**src/rtl/sram_arbiter_pkg.sv**
```systemverilog
// Shared definitions for the external SRAM arbiter: config register address,
// access FSM states and grant sources.
package llander_sram_pkg;

  localparam logic [18:0] CFG_ADDR = 19'h08FD5;

  typedef enum logic [2:0] {
    IDLE,
    READ,
    WR_SETUP,
    WR_PULSE,
    WR_HOLD
  } state_t;

  typedef enum logic [1:0] {
    SRC_CFG,
    SRC_A,
    SRC_B
  } src_t;

endpackage

```
**src/rtl/sram_arbiter.sv**
```systemverilog
// Shares one async 8-bit SRAM between video reads (A), frame/vector accesses (B)
// and a periodic SCANDBLCTRL poller; every access returns to IDLE for one turnaround cycle.
module sram_arbiter
  import llander_sram_pkg::*;
#(
  parameter int ACC_CYCLES = 3,
  parameter int WE_CYCLES  = 2,
  parameter int CFG_PERIOD = 65536,
  parameter int B_MAX_WAIT = 4
) (
  input  logic        clk50,
  input  logic        reset,
  input  logic        a_req,
  input  logic [18:0] a_addr,
  output logic        a_ack,
  output logic [7:0]  a_rdata,
  input  logic        b_req,
  input  logic        b_we,
  input  logic [18:0] b_addr,
  input  logic [7:0]  b_wdata,
  output logic        b_ack,
  output logic [7:0]  b_rdata,
  output logic [18:0] sram_addr,
  output logic [7:0]  sram_dout,
  output logic        sram_oe,
  input  logic [7:0]  sram_din,
  output logic        sram_we,
  output logic [1:0]  scandblctrl,
  output logic        cfg_valid
);

  localparam int PHASE_MAX = (ACC_CYCLES > WE_CYCLES) ? ACC_CYCLES : WE_CYCLES;
  localparam int PW = $clog2(PHASE_MAX);
  localparam int TW = $clog2(CFG_PERIOD);
  localparam int WW = $clog2(B_MAX_WAIT + 1);

  localparam logic [PW-1:0] ACC_LAST = PW'(ACC_CYCLES - 1);
  localparam logic [PW-1:0] WE_LAST  = PW'(WE_CYCLES - 1);
  localparam logic [TW-1:0] T_LAST   = TW'(CFG_PERIOD - 1);
  localparam logic [WW-1:0] W_MAX    = WW'(B_MAX_WAIT);

  state_t        state;
  src_t          src;
  logic [PW-1:0] phase;
  logic [TW-1:0] timer;
  logic          cfg_pend;
  logic [WW-1:0] wait_cnt;

  logic b_forced;
  logic grant_a;
  logic grant_b;

  // Priority: pending poll, then starved B, then A, then B.
  always_comb begin
    b_forced = b_req && (wait_cnt == W_MAX);
    grant_a  = !cfg_pend && !b_forced && a_req;
    grant_b  = !cfg_pend && (b_forced || (!a_req && b_req));
  end

  always_ff @(posedge clk50) begin
    if (reset) begin
      state       <= IDLE;
      src         <= SRC_CFG;
      phase       <= '0;
      timer       <= '0;
      cfg_pend    <= 1'b0;
      wait_cnt    <= '0;
      sram_addr   <= '0;
      sram_dout   <= '0;
      sram_oe     <= 1'b0;
      sram_we     <= 1'b0;
      a_ack       <= 1'b0;
      a_rdata     <= '0;
      b_ack       <= 1'b0;
      b_rdata     <= '0;
      scandblctrl <= 2'b00;
      cfg_valid   <= 1'b0;
    end else begin
      a_ack <= 1'b0;
      b_ack <= 1'b0;

      if (timer == T_LAST) begin
        timer    <= '0;
        cfg_pend <= 1'b1;
      end else begin
        timer <= timer + 1'b1;
      end

      // Grant clear below must override a same-edge wrap, hence its placement after the timer.
      case (state)
        IDLE: begin
          phase <= '0;
          if (cfg_pend) begin
            cfg_pend  <= 1'b0;
            src       <= SRC_CFG;
            sram_addr <= CFG_ADDR;
            state     <= READ;
          end else if (grant_a) begin
            src       <= SRC_A;
            sram_addr <= a_addr;
            state     <= READ;
            if (b_req && (wait_cnt != W_MAX)) begin
              wait_cnt <= wait_cnt + 1'b1;
            end
          end else if (grant_b) begin
            src       <= SRC_B;
            sram_addr <= b_addr;
            wait_cnt  <= '0;
            if (b_we) begin
              sram_dout <= b_wdata;
              sram_oe   <= 1'b1;
              state     <= WR_SETUP;
            end else begin
              state <= READ;
            end
          end
        end

        READ: begin
          if (phase == ACC_LAST) begin
            state <= IDLE;
            case (src)
              SRC_CFG: begin
                scandblctrl <= sram_din[1:0];
                cfg_valid   <= 1'b1;
              end
              SRC_A: begin
                a_rdata <= sram_din;
                a_ack   <= 1'b1;
              end
              SRC_B: begin
                b_rdata <= sram_din;
                b_ack   <= 1'b1;
              end
              default: ;
            endcase
          end else begin
            phase <= phase + 1'b1;
          end
        end

        WR_SETUP: begin
          sram_we <= 1'b1;
          phase   <= '0;
          state   <= WR_PULSE;
        end

        WR_PULSE: begin
          if (phase == WE_LAST) begin
            sram_we <= 1'b0;
            b_ack   <= 1'b1;
            state   <= WR_HOLD;
          end else begin
            phase <= phase + 1'b1;
          end
        end

        WR_HOLD: begin
          sram_oe <= 1'b0;
          state   <= IDLE;
        end

        default: begin
          sram_we <= 1'b0;
          sram_oe <= 1'b0;
          state   <= IDLE;
        end
      endcase
    end
  end

endmodule

```
**config.mk**
```make
export PLATFORM = sky130hd
export DESIGN_NAME = sram_arbiter
export DESIGN_NICKNAME = d
export VERILOG_FILES = /design/src/rtl/sram_arbiter_pkg.sv /design/src/rtl/sram_arbiter.sv
export SDC_FILE = /design/constraint.sdc
export NUM_CORES = 1
export LEC_CHECK = 0
export BUFFER_PORTS_ARGS = -buffer_cell sky130_fd_sc_hd__buf_2
export CELL_PAD_IN_SITES_DETAIL_PLACEMENT = 0
export CELL_PAD_IN_SITES_GLOBAL_PLACEMENT = 2
export CORE_MARGIN = 2
export CORE_UTILIZATION = 31
export DETAILED_ROUTE_END_ITERATION = 7
export GPL_TIMING_DRIVEN = 0
export PLACE_DENSITY = 0.89
export SYNTH_ARGS = -nofsm -noshare
export SYNTH_HDL_FRONTEND = slang
export SYNTH_SLANG_ARGS = --single-unit
```
**constraint.sdc**
```tcl
create_clock -name clk50 -period 6.4 [get_ports clk50]
set_clock_uncertainty 0.15 [all_clocks]
set_input_delay 0.96 -clock clk50 [delete_from_list [all_inputs] [get_ports clk50]]
set_output_delay 0.96 -clock clk50 [all_outputs]
set_load 0.01 [all_outputs]
```
==> flow_results.xml <==
<?xml version="1.0" encoding="UTF-8"?>
<metrics>
  <group name="die">
    <metric name="fp.dieH" unit="µm">107</metric>
    <metric name="coreArea" unit="µm²">10300</metric>
    <metric name="floorplan.die_area" unit="µm²">11400</metric>
    <metric name="initial_core_utilization" unit="%">31.9</metric>
    <metric name="core.rowCount" unit="">37</metric>
    <metric name="top_level_ports" unit="">109</metric>
    <metric name="dieWidth" unit="µm">107</metric>
  </group>
  <group name="detailed_routing">
    <metric name="dr_total_vias" unit="">2953</metric>
    <metric name="route.detailed.drc" unit="">0</metric>
    <metric name="drt.antenna.violating_nets" unit="">0</metric>
    <metric name="dr.pass1.iters" unit="">4</metric>
    <metric name="drtIter0Drc" unit="">107</metric>
    <metric name="via_per_inst" unit="">4.76</metric>
    <metric name="detail_route.wl_per_cell" unit="µm">13.3</metric>
    <metric name="wl" unit="µm">8260</metric>
  </group>
  <group name="global_route">
    <metric name="grtUsageTotal" unit="%">14.4</metric>
    <metric name="grt_antenna_before_repair" unit="">0</metric>
    <metric name="grt_first_pass_wirelength" unit="µm">13200</metric>
    <metric name="use_met2" unit="%">23.2</metric>
    <metric name="grt_max_degree" unit="">15</metric>
    <metric name="grt-ovfl-total" unit="">0</metric>
    <metric name="met1_usage" unit="%">18.4</metric>
    <metric name="grtUsageMet3" unit="%">4.74</metric>
    <metric name="global_route.peak_usage_layer" unit="">met2</metric>
    <metric name="grt_pass1_vias" unit="">2865</metric>
  </group>
  <group name="worst_setup_path">
    <metric name="critPathCaptureType" unit="">flip-flop</metric>
    <metric name="cp-start-kind" unit="">input pin</metric>
    <metric name="path_buf_inv" unit="">1</metric>
    <metric name="critical_path_start_end_classification" unit="">input pin to flip-flop</metric>
    <metric name="critPathTopFamily" unit="">compound AO/OA/AOI/OAI gates</metric>
    <metric name="crit_slowest_cell" unit="">sky130_fd_sc_hd__a2111oi_4</metric>
    <metric name="cpPeakStageDelay" unit="ns">0.89</metric>
    <metric name="critical_path.reg2reg.startpoint" unit="">state[2]</metric>
    <metric name="reg2reg_setup_slack" unit="ns">4.02</metric>
    <metric name="reg2reg_depth" unit="">5</metric>
    <metric name="crit_path_max_fanout" unit="">8</metric>
    <metric name="regToRegEndpoint" unit="">sram_dout[7]</metric>
    <metric name="cp.required" unit="ns">6.46</metric>
    <metric name="worstPathCellList" unit="">buf_2 -&gt; nand3_1 -&gt; a2111oi_4 -&gt; mux2i_1 -&gt; nor2_1</metric>
    <metric name="arrival_time_reported_for_the_critical_path_endpoint" unit="ns">2.50</metric>
  </group>
  <group name="cts">
    <metric name="tritoncts.num_buffers" unit="">9</metric>
    <metric name="clockRootBuffer" unit="">sky130_fd_sc_hd__clkbuf_8</metric>
    <metric name="cts.reportedPaths.clkPinSlew" unit="ns">0.08</metric>
    <metric name="tritoncts" unit="">yes</metric>
    <metric name="post_cts_resized" unit="">0</metric>
    <metric name="cts.sink_count" unit="">77</metric>
    <metric name="cts-hold-fix-buffers" unit="">0</metric>
    <metric name="insertion_delay" unit="ns">0.34</metric>
    <metric name="cts_buffer_depth" unit="">2</metric>
    <metric name="post_cts_buffers" unit="">0</metric>
    <metric name="clock_tree.htree_level_count" unit="">3</metric>
  </group>
  <group name="run">
    <metric name="cap_violations" unit="">0</metric>
  </group>
  <group name="synthesis">
    <metric name="synth_enable_flop_cells" unit="">0</metric>
    <metric name="netlist_area" unit="µm²">3280</metric>
    <metric name="yosys_register_bits" unit="">77</metric>
    <metric name="yosys.cell_count.top_type" unit="">sky130_fd_sc_hd__dfxtp_1</metric>
    <metric name="netlist_top_cells_area" unit="">sky130_fd_sc_hd__dfxtp_1 (47%), sky130_fd_sc_hd__mux2i_1 (11%), sky130_fd_sc_hd__nor2_1 (7.3%)</metric>
    <metric name="synth-async-reset-ratio" unit="%">0</metric>
    <metric name="synth_cell_types" unit="">36</metric>
    <metric name="syn-instance-count" unit="">360</metric>
    <metric name="syn-mean-instance-area" unit="µm²">9.11</metric>
    <metric name="syn_nets" unit="">424</metric>
    <metric name="synth_top_area_share" unit="%">47.0</metric>
    <metric name="post-synth-top-area-cell" unit="">sky130_fd_sc_hd__dfxtp_1</metric>
    <metric name="dominantRegCellSynth" unit="">sky130_fd_sc_hd__dfxtp_1</metric>
    <metric name="synth.yosys.seq_area_share" unit="%">47.0</metric>
    <metric name="synthTopCellsByCount" unit="">sky130_fd_sc_hd__dfxtp_1 (77), sky130_fd_sc_hd__nor2_1 (64), sky130_fd_sc_hd__mux2i_1 (36)</metric>
    <metric name="yosysWarnings" unit="">0</metric>
  </group>
  <group name="cells_and_area">
    <metric name="areaGrowthSynthToFinish" unit="%">28.8</metric>
    <metric name="layout.cell_area.non_filler" unit="µm²">4220</metric>
    <metric name="final_cell_count_no_fill" unit="">620</metric>
    <metric name="num_antenna_cells" unit="">0</metric>
    <metric name="postLayoutCoreUtil" unit="%">41.1</metric>
    <metric name="layout.area.seq" unit="µm²">1540</metric>
    <metric name="layout_cell_share_with_drive_strength_beyond_1" unit="%">28.9</metric>
    <metric name="fill_cells" unit="">1054</metric>
    <metric name="multiInputGateArea" unit="µm²">1630</metric>
    <metric name="num-nets-final" unit="">543</metric>
  </group>
  <group name="power">
    <metric name="vdd.ir_drop.worst" unit="V">0.000109</metric>
    <metric name="power.static_leakage" unit="nW">1.91</metric>
    <metric name="power-per-cell-area" unit="nW/µm²">257</metric>
  </group>
  <group name="sta">
    <metric name="final-max-slew-violation-count" unit="">0</metric>
    <metric name="setup_repair_after_global_routing_missed_its_margin" unit="">no</metric>
    <metric name="min_period" unit="ns">2.44</metric>
    <metric name="timing_hold_violations_final" unit="">0</metric>
    <metric name="fmax" unit="MHz">410</metric>
    <metric name="layout_worst_path_cycle_share" unit="%">38.1</metric>
    <metric name="setup_total_negative_slack" unit="ns">0</metric>
    <metric name="tightestPinTransition" unit="ns">0.883</metric>
    <metric name="final-setup-viol-count" unit="">0</metric>
    <metric name="max_slew_margin" unit="%">41.1</metric>
  </group>
  <group name="placement">
    <metric name="post-place-cells" unit="">604</metric>
    <metric name="routabilityCongestion" unit="">0.762</metric>
    <metric name="port_buffers" unit="">108</metric>
    <metric name="detailed_place_hpwl" unit="µm">6080</metric>
    <metric name="dpl-instance-area" unit="µm²">3990</metric>
  </group>
  <group name="status">
    <metric name="outcome" unit="">finished, final reports clean</metric>
  </group>
  <group name="worst_hold_path">
    <metric name="min_to" unit="">cfg_valid</metric>
    <metric name="hold_path_class" unit="">flip-flop to flip-flop</metric>
    <metric name="hold_path.startpoint" unit="">cfg_valid</metric>
    <metric name="cell_count_of_the_worst_hold_path" unit="">2</metric>
  </group>
</metrics>
-- kinds of logic (layout without fill, tap and decap cells) --
kind of cell	count (synthesis)	count (layout)	synth area share, %
fa+ha+maj	5	5	1.91
mux	37	37	11.3
xor+xnor	13	13	3.47
flops	77	77	47.0
compound gates	66	66	13.2
buf+inv	30	154	3.47
simple gates	132	132	19.6
-- layer usage --
layer | up-vias | part of all wire, %
met3 | 5 | 7.2
li1 | 1497 | -
met1 | 1371 | 47
met2 | 80 | 45
met4 | 0 | 0.64
met5 | - | 0
-- power breakdown --
| group | leakage, nW | switching [W] | internal (W) |
|---|---|---|---|
| sequential | 0.628 | 0.0000157 | 0.000504 |
| clock | 0.117 | 0.000186 | 0.000234 |
| combinational | 1.17 | 0.0000828 | 0.0000656 |
| total | 1.91 | 0.000284 | 0.000803 |
-- metrics by stage --
step / hold slack [ns] / setup WS [ns] / power (W)
6_report: 0.306 / 3.96 / 0.00109
3_5_place_dp: 0.291 / 3.61 / 0.000680
4_1_cts: 0.308 / 3.98 / 0.00110
5_1_grt: 0.325 / 3.86 / 0.00115
2_1_floorplan: 0.291 / 4.04 / 0.000617
3_3_place_gp: 0.285 / 3.65 / 0.000677
-- layout make-up --
class / count / share of cell area [%]
Clock buffer: 10 / 3.26
Multi-Input combinational cell: 253 / 38.5
Inverter: 11 / 0.977
Clock inverter: 6 / 2.25
Tap cell: 136 / 4.03
Timing Repair Buffer: 108 / 12.8
Buffer: 19 / 1.72
Sequential cell: 77 / 36.5
-- state kept, by name (all words and copies together) (netlist names) --
name,cells
b_ack,1
src,2
sram_we,1
a_rdata,8
timer,16
sram_oe,1
sram_dout,8
state,3
b_rdata,8
cfg_pend,1
a_ack,1
scandblctrl,2
cfg_valid,1
sram_addr,19
phase,2
wait_cnt,3
-- how the worst max path moves through the flow --
stage	startpoint	endpoint	depth (start not counted)
floorplan	b_req	sram_dout[7]	4
global placement	b_req	sram_dout[2]	5
detailed placement	b_req	sram_dout[7]	5
CTS	b_req	sram_dout[7]	5
global route	b_req	sram_dout[2]	5
finish	b_req	sram_dout[7]	5
-- placed cells by master, fill, tap and decap left out, types with 2 or more instances in the layout --
| master | n |
|---|---|
| sky130_fd_sc_hd__and3_1 | 2 |
| sky130_fd_sc_hd__mux2i_1 | 36 |
| sky130_fd_sc_hd__a31oi_1 | 4 |
| sky130_fd_sc_hd__or3_1 | 5 |
| sky130_fd_sc_hd__o21ai_0 | 14 |
| sky130_fd_sc_hd__or4_1 | 2 |
| sky130_fd_sc_hd__nor2b_1 | 3 |
| sky130_fd_sc_hd__clkbuf_8 | 10 |
| sky130_fd_sc_hd__nor3_1 | 9 |
| sky130_fd_sc_hd__nand2b_1 | 16 |
| sky130_fd_sc_hd__buf_2 | 109 |
| sky130_fd_sc_hd__ha_1 | 5 |
| sky130_fd_sc_hd__nand3_1 | 7 |
| sky130_fd_sc_hd__nand4b_1 | 3 |
| sky130_fd_sc_hd__bufinv_16 | 2 |
| sky130_fd_sc_hd__xnor2_1 | 11 |
| sky130_fd_sc_hd__inv_1 | 11 |
| sky130_fd_sc_hd__xor2_1 | 2 |
| sky130_fd_sc_hd__clkbuf_1 | 15 |
| sky130_fd_sc_hd__o221a_2 | 10 |
| sky130_fd_sc_hd__nand4_1 | 4 |
| sky130_fd_sc_hd__nand2_1 | 10 |
| sky130_fd_sc_hd__buf_1 | 3 |
| sky130_fd_sc_hd__clkinv_4 | 3 |
| sky130_fd_sc_hd__a21oi_1 | 33 |
| sky130_fd_sc_hd__dfxtp_1 | 77 |
| sky130_fd_sc_hd__nor2_1 | 64 |
| sky130_fd_sc_hd__nor4_1 | 2 |
-- tightest hold or removal path, delay by kind of cell, from the launching register on --
family / cells / cell delay [ns]
buffers and inverters: 1 / 0.05
AO/OA/AOI/OAI: 1 / 0.05
flip-flops: 1 / 0.32
No activity file was read; power rests on OpenSTA's default activity.
